## config.mk

```make
export PLATFORM = sky130hd
export DESIGN_NAME = flash_cmd_seq
export DESIGN_NICKNAME = d
export VERILOG_FILES = /design/src/rtl/flash_seq_pkg.sv /design/src/rtl/flash_seq_sdpram.sv /design/src/rtl/flash_cmd_seq.sv
export SDC_FILE = /design/constraint.sdc
export NUM_CORES = 2
export LEC_CHECK = 0
export CAP_MARGIN = 25
export CELL_PAD_IN_SITES_DETAIL_PLACEMENT = 1
export CELL_PAD_IN_SITES_GLOBAL_PLACEMENT = 1
export CORE_MARGIN = 10
export CORE_UTILIZATION = 60
export CTS_BUF_LIST = sky130_fd_sc_hd__clkbuf_8
export DETAILED_ROUTE_END_ITERATION = 7
export GPL_ROUTABILITY_DRIVEN = 0
export GPL_TIMING_DRIVEN = 1
export PLACE_DENSITY_LB_ADDON = 0.1
export SYNTH_ARGS = -nofsm -noshare
export SYNTH_HDL_FRONTEND = slang
export SYNTH_SLANG_ARGS = --single-unit
```

## constraint.sdc

```tcl
create_clock -name axi_aclk -period 8.2 [get_ports axi_aclk]
set_input_delay 2.05 -clock axi_aclk [delete_from_list [all_inputs] [get_ports axi_aclk]]
set_output_delay 2.05 -clock axi_aclk [all_outputs]
set_load 0.01 [all_outputs]
```

## src/rtl/flash_seq_pkg.sv

```systemverilog
// Shared definitions for the SPI-flash command sequencer.
// Contents: sequencer state encoding, common flash opcodes, byte width.
package flash_seq_pkg;

  localparam int BYTE_W = 8;

  typedef enum logic [1:0] {
    IDLE,
    TX,
    WAIT_RX
  } state_t;

  localparam logic [BYTE_W-1:0] OP_RDID = 8'h9F;
  localparam logic [BYTE_W-1:0] OP_READ = 8'h03;
  localparam logic [BYTE_W-1:0] OP_WREN = 8'h06;
  localparam logic [BYTE_W-1:0] OP_PP   = 8'h02;
  localparam logic [BYTE_W-1:0] OP_SE   = 8'hD8;
  localparam logic [BYTE_W-1:0] OP_RDSR = 8'h05;

endpackage

```

## src/rtl/flash_seq_sdpram.sv

```systemverilog
// Simple dual-port RAM: one write port, one registered read port.
// Ports:
//   axi_aclk        clock
//   we/waddr/wdata  write port
//   raddr/rdata     read port, rdata valid one cycle after raddr
// A read and a write to the same entry in one cycle returns the old data.
module flash_seq_sdpram #(
  parameter  int DEPTH = 256,
  parameter  int WIDTH = 8,
  localparam int AW    = $clog2(DEPTH)
) (
  input  logic             axi_aclk,
  input  logic             we,
  input  logic [AW-1:0]    waddr,
  input  logic [WIDTH-1:0] wdata,
  input  logic [AW-1:0]    raddr,
  output logic [WIDTH-1:0] rdata
);

  logic [WIDTH-1:0] mem [DEPTH];

  // NOTE: storage has no reset so it maps onto block RAM; contents survive reset.
  always_ff @(posedge axi_aclk) begin
    if (we) mem[waddr] <= wdata;
    rdata <= mem[raddr];
  end

endmodule

```

## src/rtl/flash_cmd_seq.sv

```systemverilog
// SPI-flash command sequencer for the flash AXI-Stream path of the QSPI core.
// Software loads cmd_* and the write buffer, then pulses cmd_start. The block
// sends opcode, address (MSB first), dummy 0x00, write bytes and read-filler
// 0x00 on m_axis, and stores the read-phase bytes returned on s_axis in rbuf.
// Ports:
//   axi_aclk, axi_aresetn      clock, synchronous active-low reset
//   cmd_*                      command fields, latched on an accepted cmd_start
//   busy, done, err            status; done/err sticky until next accepted start
//   wbuf_we/addr/data          write-buffer load port
//   rbuf_addr, rbuf_data       read-buffer read port (1-cycle latency)
//   m_axis_*                   bytes to the QSPI core
//   s_axis_*                   bytes from the QSPI core
// Optional build macro FLASH_SEQ_TIMEOUT_EN: aborts a sequence that has been
// busy for TIMEOUT cycles, raising err and done.
module flash_cmd_seq
  import flash_seq_pkg::*;
#(
  parameter  int ADDR_BYTES = 3,
  parameter  int BUF_DEPTH  = 256,
  parameter  int TIMEOUT    = 2**20,
  localparam int AW         = $clog2(BUF_DEPTH)
) (
  input  logic              axi_aclk,
  input  logic              axi_aresetn,
  input  logic              cmd_start,
  input  logic [BYTE_W-1:0] cmd_opcode,
  input  logic [31:0]       cmd_addr,
  input  logic              cmd_addr_en,
  input  logic [3:0]        cmd_dummy,
  input  logic [8:0]        cmd_wr_len,
  input  logic [8:0]        cmd_rd_len,
  output logic              busy,
  output logic              done,
  output logic              err,
  input  logic              wbuf_we,
  input  logic [AW-1:0]     wbuf_addr,
  input  logic [BYTE_W-1:0] wbuf_data,
  input  logic [AW-1:0]     rbuf_addr,
  output logic [BYTE_W-1:0] rbuf_data,
  output logic [BYTE_W-1:0] m_axis_tdata,
  output logic              m_axis_tvalid,
  output logic              m_axis_tlast,
  input  logic              m_axis_tready,
  input  logic [BYTE_W-1:0] s_axis_tdata,
  input  logic              s_axis_tvalid,
  input  logic              s_axis_tlast,
  output logic              s_axis_tready
);

  // Wide enough for the longest sequence: 1 + 4 + 15 + 2*BUF_DEPTH bytes.
  localparam int CNT_W = $clog2(2 * BUF_DEPTH + 21);

  state_t state_q, state_d;

  logic [BYTE_W-1:0] op_q;
  logic [31:0]       addr_q;
  logic              addr_en_q;
  logic [3:0]        dummy_q;
  logic [8:0]        wr_len_q, rd_len_q;
  logic [CNT_W-1:0]  tx_idx_q, rx_idx_q;
  logic              rx_all_q, done_q, err_q, rx_rdy_q;

  // Phase boundaries: first index after opcode+address, after dummy, after write.
  logic [CNT_W-1:0] addr_end, dummy_end, wr_end, n_last, tx_nxt;
  logic [BYTE_W-1:0] tx_byte, wbuf_rdata;
  logic tx_fire, rx_fire, rx_last, len_bad, accept, seq_end, tmo_hit;

  assign addr_end  = CNT_W'(1) + (addr_en_q ? CNT_W'(ADDR_BYTES) : '0);
  assign dummy_end = addr_end + CNT_W'(dummy_q);
  assign wr_end    = dummy_end + CNT_W'(wr_len_q);
  assign n_last    = wr_end + CNT_W'(rd_len_q) - CNT_W'(1);

  assign len_bad = (int'(cmd_wr_len) > BUF_DEPTH) || (int'(cmd_rd_len) > BUF_DEPTH);
  assign accept  = (state_q == IDLE) && cmd_start;

  assign m_axis_tvalid = (state_q == TX);
  assign m_axis_tdata  = m_axis_tvalid ? tx_byte : '0;
  assign m_axis_tlast  = m_axis_tvalid && (tx_idx_q == n_last);
  assign tx_fire       = m_axis_tvalid && m_axis_tready;

  assign s_axis_tready = rx_rdy_q;
  assign rx_fire = (state_q != IDLE) && s_axis_tvalid && s_axis_tready && !rx_all_q;
  assign rx_last = rx_fire && (rx_idx_q == n_last);

  assign busy = (state_q != IDLE);
  assign done = done_q;
  assign err  = err_q;

  // NOTE: every always_comb output gets a default first so no latch is inferred.
  always_comb begin
    tx_byte = '0;
    if (tx_idx_q == '0) begin
      tx_byte = op_q;
    end else if (tx_idx_q < addr_end) begin
      // Index i carries address byte ADDR_BYTES-i, so the MSB goes first.
      for (int b = 0; b < 4; b++) begin
        if (b < ADDR_BYTES && tx_idx_q == CNT_W'(ADDR_BYTES - b)) tx_byte = addr_q[8*b +: 8];
      end
    end else if (tx_idx_q >= dummy_end && tx_idx_q < wr_end) begin
      tx_byte = wbuf_rdata;
    end
  end

  // The write buffer is addressed with the index of the byte presented next
  // cycle, so its registered output is ready in time and TX never bubbles.
  assign tx_nxt = (state_q == IDLE) ? '0 : tx_idx_q + CNT_W'(tx_fire);

  flash_seq_sdpram #(.DEPTH(BUF_DEPTH), .WIDTH(BYTE_W)) u_wbuf (
    .axi_aclk (axi_aclk),
    .we       (wbuf_we),
    .waddr    (wbuf_addr),
    .wdata    (wbuf_data),
    .raddr    (AW'(tx_nxt - dummy_end)),
    .rdata    (wbuf_rdata)
  );

  flash_seq_sdpram #(.DEPTH(BUF_DEPTH), .WIDTH(BYTE_W)) u_rbuf (
    .axi_aclk (axi_aclk),
    .we       (rx_fire && (rx_idx_q >= wr_end)),
    .waddr    (AW'(rx_idx_q - wr_end)),
    .wdata    (s_axis_tdata),
    .raddr    (rbuf_addr),
    .rdata    (rbuf_data)
  );

`ifdef FLASH_SEQ_TIMEOUT_EN
  localparam int TW = $clog2(TIMEOUT + 1);
  logic [TW-1:0] tmo_q;

  assign tmo_hit = busy && (tmo_q == TW'(TIMEOUT - 1));

  always_ff @(posedge axi_aclk) begin
    if (!axi_aresetn || accept) tmo_q <= '0;
    else if (busy)              tmo_q <= tmo_q + TW'(1);
  end
`else
  assign tmo_hit = 1'b0;
`endif

  always_comb begin
    state_d = state_q;
    unique case (state_q)
      IDLE:    if (cmd_start && !len_bad) state_d = TX;
      // rx normally trails tx; if it has already finished, skip WAIT_RX.
      TX:      if (tx_fire && tx_idx_q == n_last) state_d = (rx_all_q || rx_last) ? IDLE : WAIT_RX;
      WAIT_RX: if (rx_all_q || rx_last) state_d = IDLE;
      default: state_d = IDLE;
    endcase
    if (tmo_hit) state_d = IDLE;
  end

  assign seq_end = (state_q != IDLE) && (state_d == IDLE);

  // NOTE: sequential state uses non-blocking assignments so every flop samples
  // pre-edge values regardless of process order.
  always_ff @(posedge axi_aclk) begin
    if (!axi_aresetn) state_q <= IDLE;
    else              state_q <= state_d;
  end

  always_ff @(posedge axi_aclk) begin
    if (!axi_aresetn) begin
      op_q      <= '0;
      addr_q    <= '0;
      addr_en_q <= 1'b0;
      dummy_q   <= '0;
      wr_len_q  <= '0;
      rd_len_q  <= '0;
      tx_idx_q  <= '0;
      rx_idx_q  <= '0;
      rx_all_q  <= 1'b0;
      done_q    <= 1'b0;
      err_q     <= 1'b0;
      rx_rdy_q  <= 1'b0;
    end else begin
      rx_rdy_q <= 1'b1;
      if (accept) begin
        // A length error completes at once, flagged, without any transfer.
        done_q <= len_bad;
        err_q  <= len_bad;
        if (!len_bad) begin
          op_q      <= cmd_opcode;
          addr_q    <= cmd_addr;
          addr_en_q <= cmd_addr_en;
          dummy_q   <= cmd_dummy;
          wr_len_q  <= cmd_wr_len;
          rd_len_q  <= cmd_rd_len;
          tx_idx_q  <= '0;
          rx_idx_q  <= '0;
          rx_all_q  <= 1'b0;
        end
      end else begin
        if (tx_fire) tx_idx_q <= tx_idx_q + CNT_W'(1);
        if (rx_fire) begin
          rx_idx_q <= rx_idx_q + CNT_W'(1);
          // tlast must mark exactly the final rx byte; anything else is framing.
          if (s_axis_tlast != (rx_idx_q == n_last)) err_q <= 1'b1;
          if (rx_last) rx_all_q <= 1'b1;
        end
        if (tmo_hit) err_q  <= 1'b1;
        if (seq_end) done_q <= 1'b1;
      end
    end
  end

endmodule

```

==> impl_metrics.json <==
{
  "rr_worst_depth": 15,
  "cp-end-kind": "primary output",
  "fin_crit_sh": 0.972,
  "place_area_sq_um": 172000,
  "slew_violations": 0,
  "hold_class": "flop to flop",
  "rr_endpoint": "u_rbuf.mem[93][0]$_DFFE_PP_",
  "synth-edff-count": 4096,
  "post-route-min-period_ns": 7.97,
  "drc": 0,
  "clockBufferDepth": 4,
  "p_clk_frac": 0.373,
  "maxCapViolCount": 0,
  "crit_path_top_delay_cell": "clkdlybuf4s50_1",
  "die_x_um": 545,
  "r2r_slack_ns": 1.72,
  "synth_warnings": 0,
  "vias": 79300,
  "post-place-cells": 10800,
  "post-synth-top-area-fraction": 0.745,
  "clock-sinks": 4193,
  "ioPinCount": 124,
  "finalClockSkew_ns": 0.0370,
  "crit_chain": "inv_1, ha_4, ha_1, xor2_2, ha_2, a21o_1, a21oi_2, nor2b_1, o2111ai_2, xor2_2, ha_1, and3_1, a22o_1, or4_1, a31oi_4, and3_4, a221o_1, clkdlybuf4s50_1",
  "async_reset_ff_frac": 0,
  "start_util": 0.603,
  "synthMostInstantiatedCell": "edfxtp_1",
  "setup_viol": 0,
  "p_sw_frac": 0.236,
  "cpLargestDelayFamily": "compound AO/OA/AOI/OAI gates",
  "r2r-start": "addr_en_q$_SDFFE_PN0P_",
  "via_per_inst": 6.62,
  "worstSetupPathType": "flop to primary output",
  "dpl.hpwl_um": 242000,
  "p_leak_nw": 57.5,
  "fin_util": 0.671,
  "track_usage": 0.275,
  "htreeDepth": 6,
  "area_delta_synth_final_pct": 11.4,
  "cts_tree": "yes",
  "drtAntennaViolNets": 0,
  "syn_inst": 7293,
  "clock-root-buffer": "clkbuf_8",
  "synth_fp_nets": 7458,
  "num_rows": 192,
  "nFillCells": 21300,
  "clk_latency_ns": 1.18,
  "syn_avg_cell_area_sq_um": 22.6,
  "start_kind": "flop",
  "drt_iter0_markers": 8550,
  "die_y_um": 545,
  "hold_viol": 0,
  "seqCellArea_sq_um": 125000,
  "max_stage_delay_ns": 0.55,
  "ir_drop_mv": 0.198,
  "cp.buffers_inverters": 2,
  "internal-power_w": 0.0331,
  "firstDrtPassIters": 6,
  "stdcell_area_sq_um": 184000,
  "synth_cell_types": 74,
  "combPwrFrac": 0.081,
  "hold_start": "rd_len_q[8]$_SDFFE_PN0P_",
  "grt.overflow.total": 0,
  "fin_nets": 8081,
  "fin_cells": 12000,
  "arrival_ns": 5.92,
  "io_buffers": 115,
  "p_seq_frac": 0.546,
  "cp_max_fo": 7,
  "holdPathEnd": "rd_len_q[8]$_SDFFE_PN0P_",
  "synth_ff_type": "edfxtp_1",
  "maxSlewHeadroom": 0.114,
  "routed_wl_um": 405000,
  "fmax_mhz": 125,
  "antenna_found_initial": 5,
  "outcome": "finished, final reports clean",
  "grt_pass1_vias": 85200,
  "synth-seq-cells": 4193,
  "holdPathStages": 2,
  "worst_pin_slew_ns": 1.33,
  "grt_max_degree": 193,
  "multi_input_area_sq_um": 38300,
  "syn_area_sq_um": 165000,
  "cts_made_buffers": 655,
  "die_area_sq_um": 297000,
  "yosysSeqAreaShare": 0.757,
  "layout-drive-gt1-share": 0.315,
  "netlist_top_cells_area": "edfxtp_1 75%, mux4_2 18%, dfxtp_1 1.2%, nor3_2 0.73%, nor2_1 0.71%",
  "setup_ws_ns": 0.228,
  "p_sw_w": 0.0102,
  "pre_cts_slack_ns": 0.638,
  "p_per_area_nw_per_um2": 235,
  "clk_pin_slew_ns": 0.05,
  "yosys.area.top_type": "edfxtp_1",
  "core_area_sq_um": 274000,
  "required_ns": 6.15,
  "synth_commonest_cells": "4,096 x edfxtp_1, 1,344 x mux4_2, 312 x nor2_1",
  "grt_pass1_wl_um": 599000,
  "wl_per_cell_um": 33.8
}
[worst reg2reg max path, delay by kind of cell, from the launching register on]
| family | cells | cell delay [ns] |
|---|---|---|
| flip-flops | 1 | 0.35 |
| XOR/XNOR | 2 | 0.89 |
| buffers and inverters | 2 | 0.37 |
| AND/OR/NAND/NOR | 2 | 1.99 |
| AO/OA/AOI/OAI | 4 | 0.98 |
| adder cells (fa/ha/maj) | 5 | 1.61 |
[routing by layer]
metal	part of all wire	global-route usage	vias up	wire length, um
li1	-	-	32200	-
met1	0.38	0.376	42600	155000
met2	0.51	0.458	3671	207000
met3	0.068	0.0416	758	27400
met4	0.041	0.103	6	16800
met5	0.00011	0	-	44
[power by group through the flow]
stage,registers (W),clock network (W),logic [W]
6_report,0.0236,0.0161,0.00351
5_1_grt,0.0236,0.0174,0.00367
4_1_cts,0.0236,0.0164,0.00353
3_5_place_dp,0.0241,0,0.00350
3_3_place_gp,0.0241,0,0.00341
2_1_floorplan,0.0240,0,0.00195
[logic make-up after synthesis]
kind of cell	Yosys count	synth area share
buffers and inverters	505	0.0130
XOR/XNOR	67	0.00383
flip-flops	4193	0.757
AO/OA/AOI/OAI	207	0.00930
adder cells (fa/ha/maj)	66	0.00514
multiplexers	1347	0.184
AND/OR/NAND/NOR	908	0.0285
[layout make-up]
| class | count | area share |
|---|---|---|
| Tap cell | 3589 | 0.0244 |
| Multi-Input combinational cell | 2595 | 0.208 |
| Timing Repair Buffer | 424 | 0.0230 |
| Inverter | 47 | 0.000959 |
| Clock buffer | 673 | 0.0504 |
| Clock inverter | 457 | 0.0133 |
| Antenna cell | 3 | 0.0000408 |
| Sequential cell | 4193 | 0.679 |
[worst max path at each step]
stage | startpoint | end | cells after the start | slack (ns)
2_1_floorplan | addr_en_q$_SDFFE_PN0P_ | m_axis_tlast | 18 | 2.05
3_3_place_gp | addr_en_q$_SDFFE_PN0P_ | m_axis_tlast | 19 | 0.75
3_5_place_dp | addr_en_q$_SDFFE_PN0P_ | m_axis_tlast | 20 | 0.64
4_1_cts | addr_en_q$_SDFFE_PN0P_ | m_axis_tdata[3] | 18 | 0.03
5_1_grt | addr_en_q$_SDFFE_PN0P_ | m_axis_tdata[7] | 18 | -0.03
6_report | addr_en_q$_SDFFE_PN0P_ | m_axis_tdata[1] | 18 | 0.23
[sequential cells by signal (all words and copies together) (netlist names)]
register and count:
rx_idx_q 10, op_q 8, addr_q 24, rx_all_q 1
err 1, u_rbuf.mem 2048, dummy_q 4, addr_en_q 1
u_wbuf.mem 2048, u_rbuf.rdata 8, rd_len_q 9, state_q 2
s_axis_tready 1, u_wbuf.rdata 8, done 1, wr_len_q 9
tx_idx_q 10
[cells in the final DEF, fill, tap and decap left out, drive strengths merged, types with 4 or more instances in the layout]
cell           count
a31oi              5
mux4            1344
and4               4
edfxtp          4096
and2               6
clkinvlp          13
dfxtp             97
nand2            185
nor3             273
bufinv            15
nor2             312
nand2b            11
buf              329
a22oi             35
a222oi             7
a211oi             6
or3               12
nor4               9
and3               6
ha                59
clkdlybuf4s50     90
xnor2             36
o21a               4
a21oi             22
nand3             40
a21boi            58
a221o              8
inv              300
clkbuf           676
fa                 4
nand4             12
clkinv           176
a21o              18
nor2b             18
o21ai             22
xor2              29
[stage by stage]
stage               total power, W  hold slack, ns  setup TNS, ns
floorplan                   0.0260           0.440              0
global placement            0.0275           0.456              0
detailed placement          0.0276           0.465              0
CTS                         0.0436           0.474              0
global route                0.0446           0.491         -0.155
finish                      0.0432           0.475              0
[repair_timing]
item	4_1_cts	5_1_grt
setup buffers	3	0
cloned	0	0
resized for setup	22	6
pin swaps	5	4
hold buffers	0	0
endpoints found under the setup margin	9	9
Power figures use the tool's default switching activity.
